--- config.mk ---
export PLATFORM = sky130hd
export DESIGN_NAME = instr_fetch_stage_flat
export DESIGN_NICKNAME = d
export VERILOG_FILES = /design/src/rtl/cpu_pkg.sv /design/src/rtl/instr_fetch_stage_if.sv /design/src/rtl/instr_fetch_stage_pc_reg.sv /design/src/rtl/instr_fetch_stage.sv /design/src/flat_wrapper.sv
export SDC_FILE = /design/constraint.sdc
export NUM_CORES = 1
export LEC_CHECK = 0
export BUFFER_PORTS_ARGS = -buffer_cell sky130_fd_sc_hd__clkbuf_2
export CAP_MARGIN = 20
export CORE_ASPECT_RATIO = 1.5
export CORE_MARGIN = 5
export CORE_UTILIZATION = 51
export DETAILED_ROUTE_END_ITERATION = 7
export GPL_TIMING_DRIVEN = 0
export PLACE_DENSITY = 0.92
export SYNTH_ARGS = -nofsm -noshare
export SYNTH_HDL_FRONTEND = slang
export SYNTH_SLANG_ARGS = --single-unit
--- constraint.sdc ---
create_clock -name clk -period 3.5 [get_ports clk]
set_clock_uncertainty 0.1 [all_clocks]
set_input_delay 0 -clock clk [delete_from_list [all_inputs] [get_ports clk]]
set_output_delay 0 -clock clk [all_outputs]
set_load 0.01 [all_outputs]
--- src/rtl/cpu_pkg.sv ---
// Shared CPU front-end constants: address/data widths, reset vector, PC step, bubble instruction.
package cpu_pkg;

    localparam int ADDR_W = 32;
    localparam int DATA_W = 32;

    localparam logic [ADDR_W-1:0] RESET_PC = 32'h0000_0000;
    localparam logic [ADDR_W-1:0] PC_STEP  = 32'd4;

    // Bubbles carry an all-zero instruction word so IF/ID and decode see a harmless value.
    localparam logic [DATA_W-1:0] INST_NOP = '0;

    function automatic logic [ADDR_W-1:0] pc_next_seq(input logic [ADDR_W-1:0] pc);
        return pc + PC_STEP;
    endfunction

endpackage

--- src/rtl/instr_fetch_stage_if.sv ---
// Fetch-stage bus: hazard/redirect control in, instruction-memory port, and the IF/ID output pair.
interface instr_fetch_stage_if;
    import cpu_pkg::*;

    logic              stall;
    logic              redirect_en;
    logic [ADDR_W-1:0] redirect_pc;
    logic [ADDR_W-1:0] imem_addr;
    logic [DATA_W-1:0] imem_rdata;
    logic [ADDR_W-1:0] out_pc;
    logic [DATA_W-1:0] out_inst;
    logic              out_valid;

    modport master (
        input  stall,
        input  redirect_en,
        input  redirect_pc,
        output imem_addr,
        input  imem_rdata,
        output out_pc,
        output out_inst,
        output out_valid
    );

    modport slave (
        output stall,
        output redirect_en,
        output redirect_pc,
        input  imem_addr,
        output imem_rdata,
        input  out_pc,
        input  out_inst,
        input  out_valid
    );

endinterface

--- src/rtl/instr_fetch_stage_pc_reg.sv ---
// Program counter register: reset vector, redirect load, sequential advance when enabled.
// Latency: new PC visible the cycle after the controlling edge.
// Backpressure: en=0 holds the PC; load overrides en; rst overrides everything.
module pc_reg
    import cpu_pkg::*;
(
    input  logic              clk,
    input  logic              rst,
    input  logic              load,
    input  logic [ADDR_W-1:0] load_pc,
    input  logic              en,
    output logic [ADDR_W-1:0] pc
);

    always_ff @(posedge clk) begin
        if (rst) begin
            pc <= RESET_PC;
        end else if (load) begin
            pc <= load_pc;
        end else if (en) begin
            pc <= pc_next_seq(pc);
        end
    end

endmodule

--- src/rtl/instr_fetch_stage.sv ---
// Instruction fetch: drives imem with pc_f and pairs the returned word with its PC for IF/ID.
// Latency: address issued in cycle N appears on out_* in cycle N+1; redirect costs one bubble.
// Backpressure: stall freezes PC and outputs, capturing imem data so nothing is lost or repeated.
module instr_fetch_stage
    import cpu_pkg::*;
(
    input  logic                clk,
    input  logic                rst,
    instr_fetch_stage_if.master bus
);

    logic [ADDR_W-1:0] pc_f;
    logic [ADDR_W-1:0] req_pc;
    logic              req_valid;
    logic [DATA_W-1:0] hold_inst;
    logic              hold_valid;
    logic              pc_en;

    assign pc_en = ~bus.stall;

    pc_reg u_pc_reg (
        .clk     (clk),
        .rst     (rst),
        .load    (bus.redirect_en),
        .load_pc (bus.redirect_pc),
        .en      (pc_en),
        .pc      (pc_f)
    );

    always_ff @(posedge clk) begin
        if (rst) begin
            req_pc     <= RESET_PC;
            req_valid  <= 1'b0;
            hold_inst  <= INST_NOP;
            hold_valid <= 1'b0;
        end else if (bus.redirect_en) begin
            req_valid  <= 1'b0;
            hold_valid <= 1'b0;
        end else if (bus.stall) begin
            // The memory output follows the held pc_f, not req_pc, so grab it on the first stalled edge.
            if (req_valid && !hold_valid) begin
                hold_inst  <= bus.imem_rdata;
                hold_valid <= 1'b1;
            end
        end else begin
            req_pc     <= pc_f;
            req_valid  <= 1'b1;
            hold_valid <= 1'b0;
        end
    end

    assign bus.imem_addr = pc_f;
    assign bus.out_pc    = req_pc;
    assign bus.out_valid = req_valid;

    always_comb begin
        bus.out_inst = INST_NOP;
        if (hold_valid) begin
            bus.out_inst = hold_inst;
        end else if (req_valid) begin
            bus.out_inst = bus.imem_rdata;
        end
    end

endmodule

--- src/flat_wrapper.sv ---
// flat-port wrapper written by rule: the top's interface ports become plain ports
module instr_fetch_stage_flat import cpu_pkg::*;
  (clk, rst, bus_stall, bus_redirect_en, bus_redirect_pc, bus_imem_addr, bus_imem_rdata, bus_out_pc, bus_out_inst, bus_out_valid);
  instr_fetch_stage_if bus_i ();
  input  logic clk;
  input  logic rst;
  input wire logic [$bits(bus_i.stall)-1:0] bus_stall;
  input wire logic [$bits(bus_i.redirect_en)-1:0] bus_redirect_en;
  input wire logic [$bits(bus_i.redirect_pc)-1:0] bus_redirect_pc;
  output wire logic [$bits(bus_i.imem_addr)-1:0] bus_imem_addr;
  input wire logic [$bits(bus_i.imem_rdata)-1:0] bus_imem_rdata;
  output wire logic [$bits(bus_i.out_pc)-1:0] bus_out_pc;
  output wire logic [$bits(bus_i.out_inst)-1:0] bus_out_inst;
  output wire logic [$bits(bus_i.out_valid)-1:0] bus_out_valid;
  assign bus_i.stall = bus_stall;
  assign bus_i.redirect_en = bus_redirect_en;
  assign bus_i.redirect_pc = bus_redirect_pc;
  assign bus_imem_addr = bus_i.imem_addr;
  assign bus_i.imem_rdata = bus_imem_rdata;
  assign bus_out_pc = bus_i.out_pc;
  assign bus_out_inst = bus_i.out_inst;
  assign bus_out_valid = bus_i.out_valid;
  instr_fetch_stage u_core (.clk(clk), .rst(rst), .bus(bus_i));
endmodule
==> flow_summary.yaml <==
sta:
  hold_violations: 0
  fin_tns_setup_ns: 0
  timing.final.crit_share_pct: 71.3
  max_slew.worst_pin.slew_ns: 0.680
  relSlewSlack_pct: 54.3
  min_period_ns: 2.49
  finalSetupViolations: 0
  rsz0062_at_grt: "false"
  slew_violations: 0
  finalWorstSetupSlack_ns: 1.01
  fmax_mhz: 401
floorplanning:
  start_util_pct: 52.4
  boundaryPins: 165
  rows: 41
  core_area_um2: 8460
  die_area_um2: 10700
  die_y_um: 124
  die_w_um: 86.1
synth:
  syn_inst: 585
  ys_ff_latch: 98
  synth_top_area_share_pct: 44.3
  syn_area_um2: 4430
  syn_avg_cell_area_um2: 7.58
  synthArstFlopShare_pct: 0
  synth_edf_count: 0
  synthesis.nets: 654
  post-synth-top-area-cell: "dfxtp_1"
  synthTopCellsByArea: "dfxtp_1 (44%), nand2_1 (15%), a21oi_1 (7.7%)"
  synth_seq_area_share_pct: 44.3
  synth_warnings: 0
  ys_types: 41
  ys.flop_type: "dfxtp_1"
  yosysMostFrequentCell: "nand2_1"
  synth_common_cells: "nand2_1 (172), dfxtp_1 (98), a21oi_1 (68), clkbuf_1 (42), nor2_1 (35)"
cts:
  cts-buffers-inserted: 9
  cts_buffer_depth: 2
  cts_resized: 0
  cts-root-buf: "clkbuf_16"
  clk_latency_ns: 0.34
  path_clk_slew_ns: 0.06
  cts_tree: "yes"
  clock_sinks: 98
  ctsHtreeMaxLevel: 3
routing:
  wl_per_cell_um: 17.7
  via_count: 5488
  drc_errors: 0
  wl_mm: 16.5
  via_per_inst: 5.88
  drtIter0Drc: 438
  firstDrtPassIters: 5
  postRouteAntennaNets: 0
pwr:
  p_leak_nw: 2.52
  power.density_nw_per_um2: 392
  ir_worst_vdd_mv: 0.260
critical_path:
  critPathKind: "reg2out"
  worstPathRequired_ns: 3.40
  cp-start-kind: "flip-flop"
  cp_data_arrival_time_ns: 2.39
  worstPathMaxFanout: 10
  end_kind: "output pin"
grt:
  grt_max_degree: 15
  grt.total_usage_pct: 30.0
  antenna_found_initial: 0
  grt_pass1_vias: 5326
  grt_pass1_wl_mm: 25.3
  grt_overflow_total: 0
finish:
  fin_cells: 934
  antenna_cells: 0
  areaGrowthSynthToFinish_pct: 41.9
  nets: 893
  finalInstanceArea_um2: 6290
  drive_above_1_share_pct: 22.1
  fillCellCount: 591
placed_design:
  place_ws_ns: 1.14
  dpl.hpwl_mm: 11.0
  finalWeightedCongestion: 0.849
  place_area_um2: 5390
  port_buffers: 163
  numPlacedInstances: 856
status:
  status: "completed"
worst_hold_path:
  hp-class: "in2reg"
run:
  drv_cap: 0
==> placed cells by master (no fill, tap or decap), types with 8 or more instances in the layout <==
cell           instances
nand2_1              172
clkbuf_2             164
dfxtp_1               98
a21oi_1               68
dlygate4sd3_1         64
clkbuf_1              43
nor2_1                35
o21ai_0               20
a22o_1                18
a311oi_1              13
a211oi_1              12
inv_1                 10
nand3_1                9
or3_1                  9
clkbuf_16              9
xnor2_1                8
==> path summary, 6_finish.rpt <==
kind                                      start                                   to  slack, ns  cells after the start
min reg2reg  u_core.bus.out_pc[24]$_SDFFE_PP0P_   u_core.bus.out_pc[24]$_SDFFE_PP0P_       0.35                      2
min                                         rst  u_core.u_pc_reg.pc[22]$_SDFFE_PP0N_       0.03                      2
max           u_core.bus.out_valid$_SDFFE_PP0N_                      bus_out_inst[7]       1.01                      6
max reg2reg  u_core.u_pc_reg.pc[2]$_SDFFE_PP0N_  u_core.u_pc_reg.pc[28]$_SDFFE_PP0N_       1.10                      6
==> routing by layer <==
metal | vias up | GRT usage, % | share of wire (%)
li1 | 2514 | - | -
met1 | 2568 | 30.4 | 35
met2 | 344 | 56.9 | 53
met3 | 62 | 4.90 | 7.6
met4 | 0 | 17.4 | 4.0
met5 | - | 0 | 0
==> power by group <==
| group | leakage, nW | total [mW] | switching, mW | internal [mW] |
|---|---|---|---|---|
| sequential | 0.800 | 1.21 | 0.0526 | 1.16 |
| combinational | 1.59 | 0.350 | 0.190 | 0.160 |
| clock | 0.127 | 0.904 | 0.412 | 0.492 |
==> kinds of logic after synthesis <==
logic type	count (synthesis)	share of synthesized area, %
xor+xnor	10	1.98
mux	4	0.903
buf+inv	58	5.14
flops	98	44.3
fa+ha+maj	1	0.282
compound gates	147	21.1
simple gates	267	26.4
==> through the flow <==
step	hold slack [ns]	power (mW)	util [%]
2_1_floorplan	0.0360	1.37	-
3_3_place_gp	0.141	1.50	63.6
3_5_place_dp	0.147	1.51	63.7
4_1_cts	0.0159	2.44	74.3
5_1_grt	0.0633	2.54	74.3
6_report	0.0326	2.46	74.3
==> cell type report <==
| cell class | count | area [µm²] | share of cell area [%] |
|---|---|---|---|
| multi-input combinational | 429 | 2240 | 35.7 |
| sequential | 98 | 1960 | 31.2 |
| inverter | 11 | 41.3 | 0.657 |
| clock buffer | 11 | 243 | 3.86 |
| timing repair buffer | 228 | 1460 | 23.2 |
| tap | 107 | 134 | 2.13 |
| buffer | 47 | 186 | 2.96 |
| clock inverter | 3 | 17.5 | 0.279 |
==> critical path: stages, from the launching register on <==
cell and delay (ns):
dfxtp_1 0.33, clkbuf_1 0.30, inv_1 0.10, nor2_1 0.52, clkbuf_1 0.43, a22o_1 0.23, clkbuf_2 0.14
==> timing repair <==
item,in CTS,in global routing
hold endpoints to repair,64,0
hold buffers,64,0
setup buffers,0,0
Note: power is estimated with default switching activity, not from simulation.
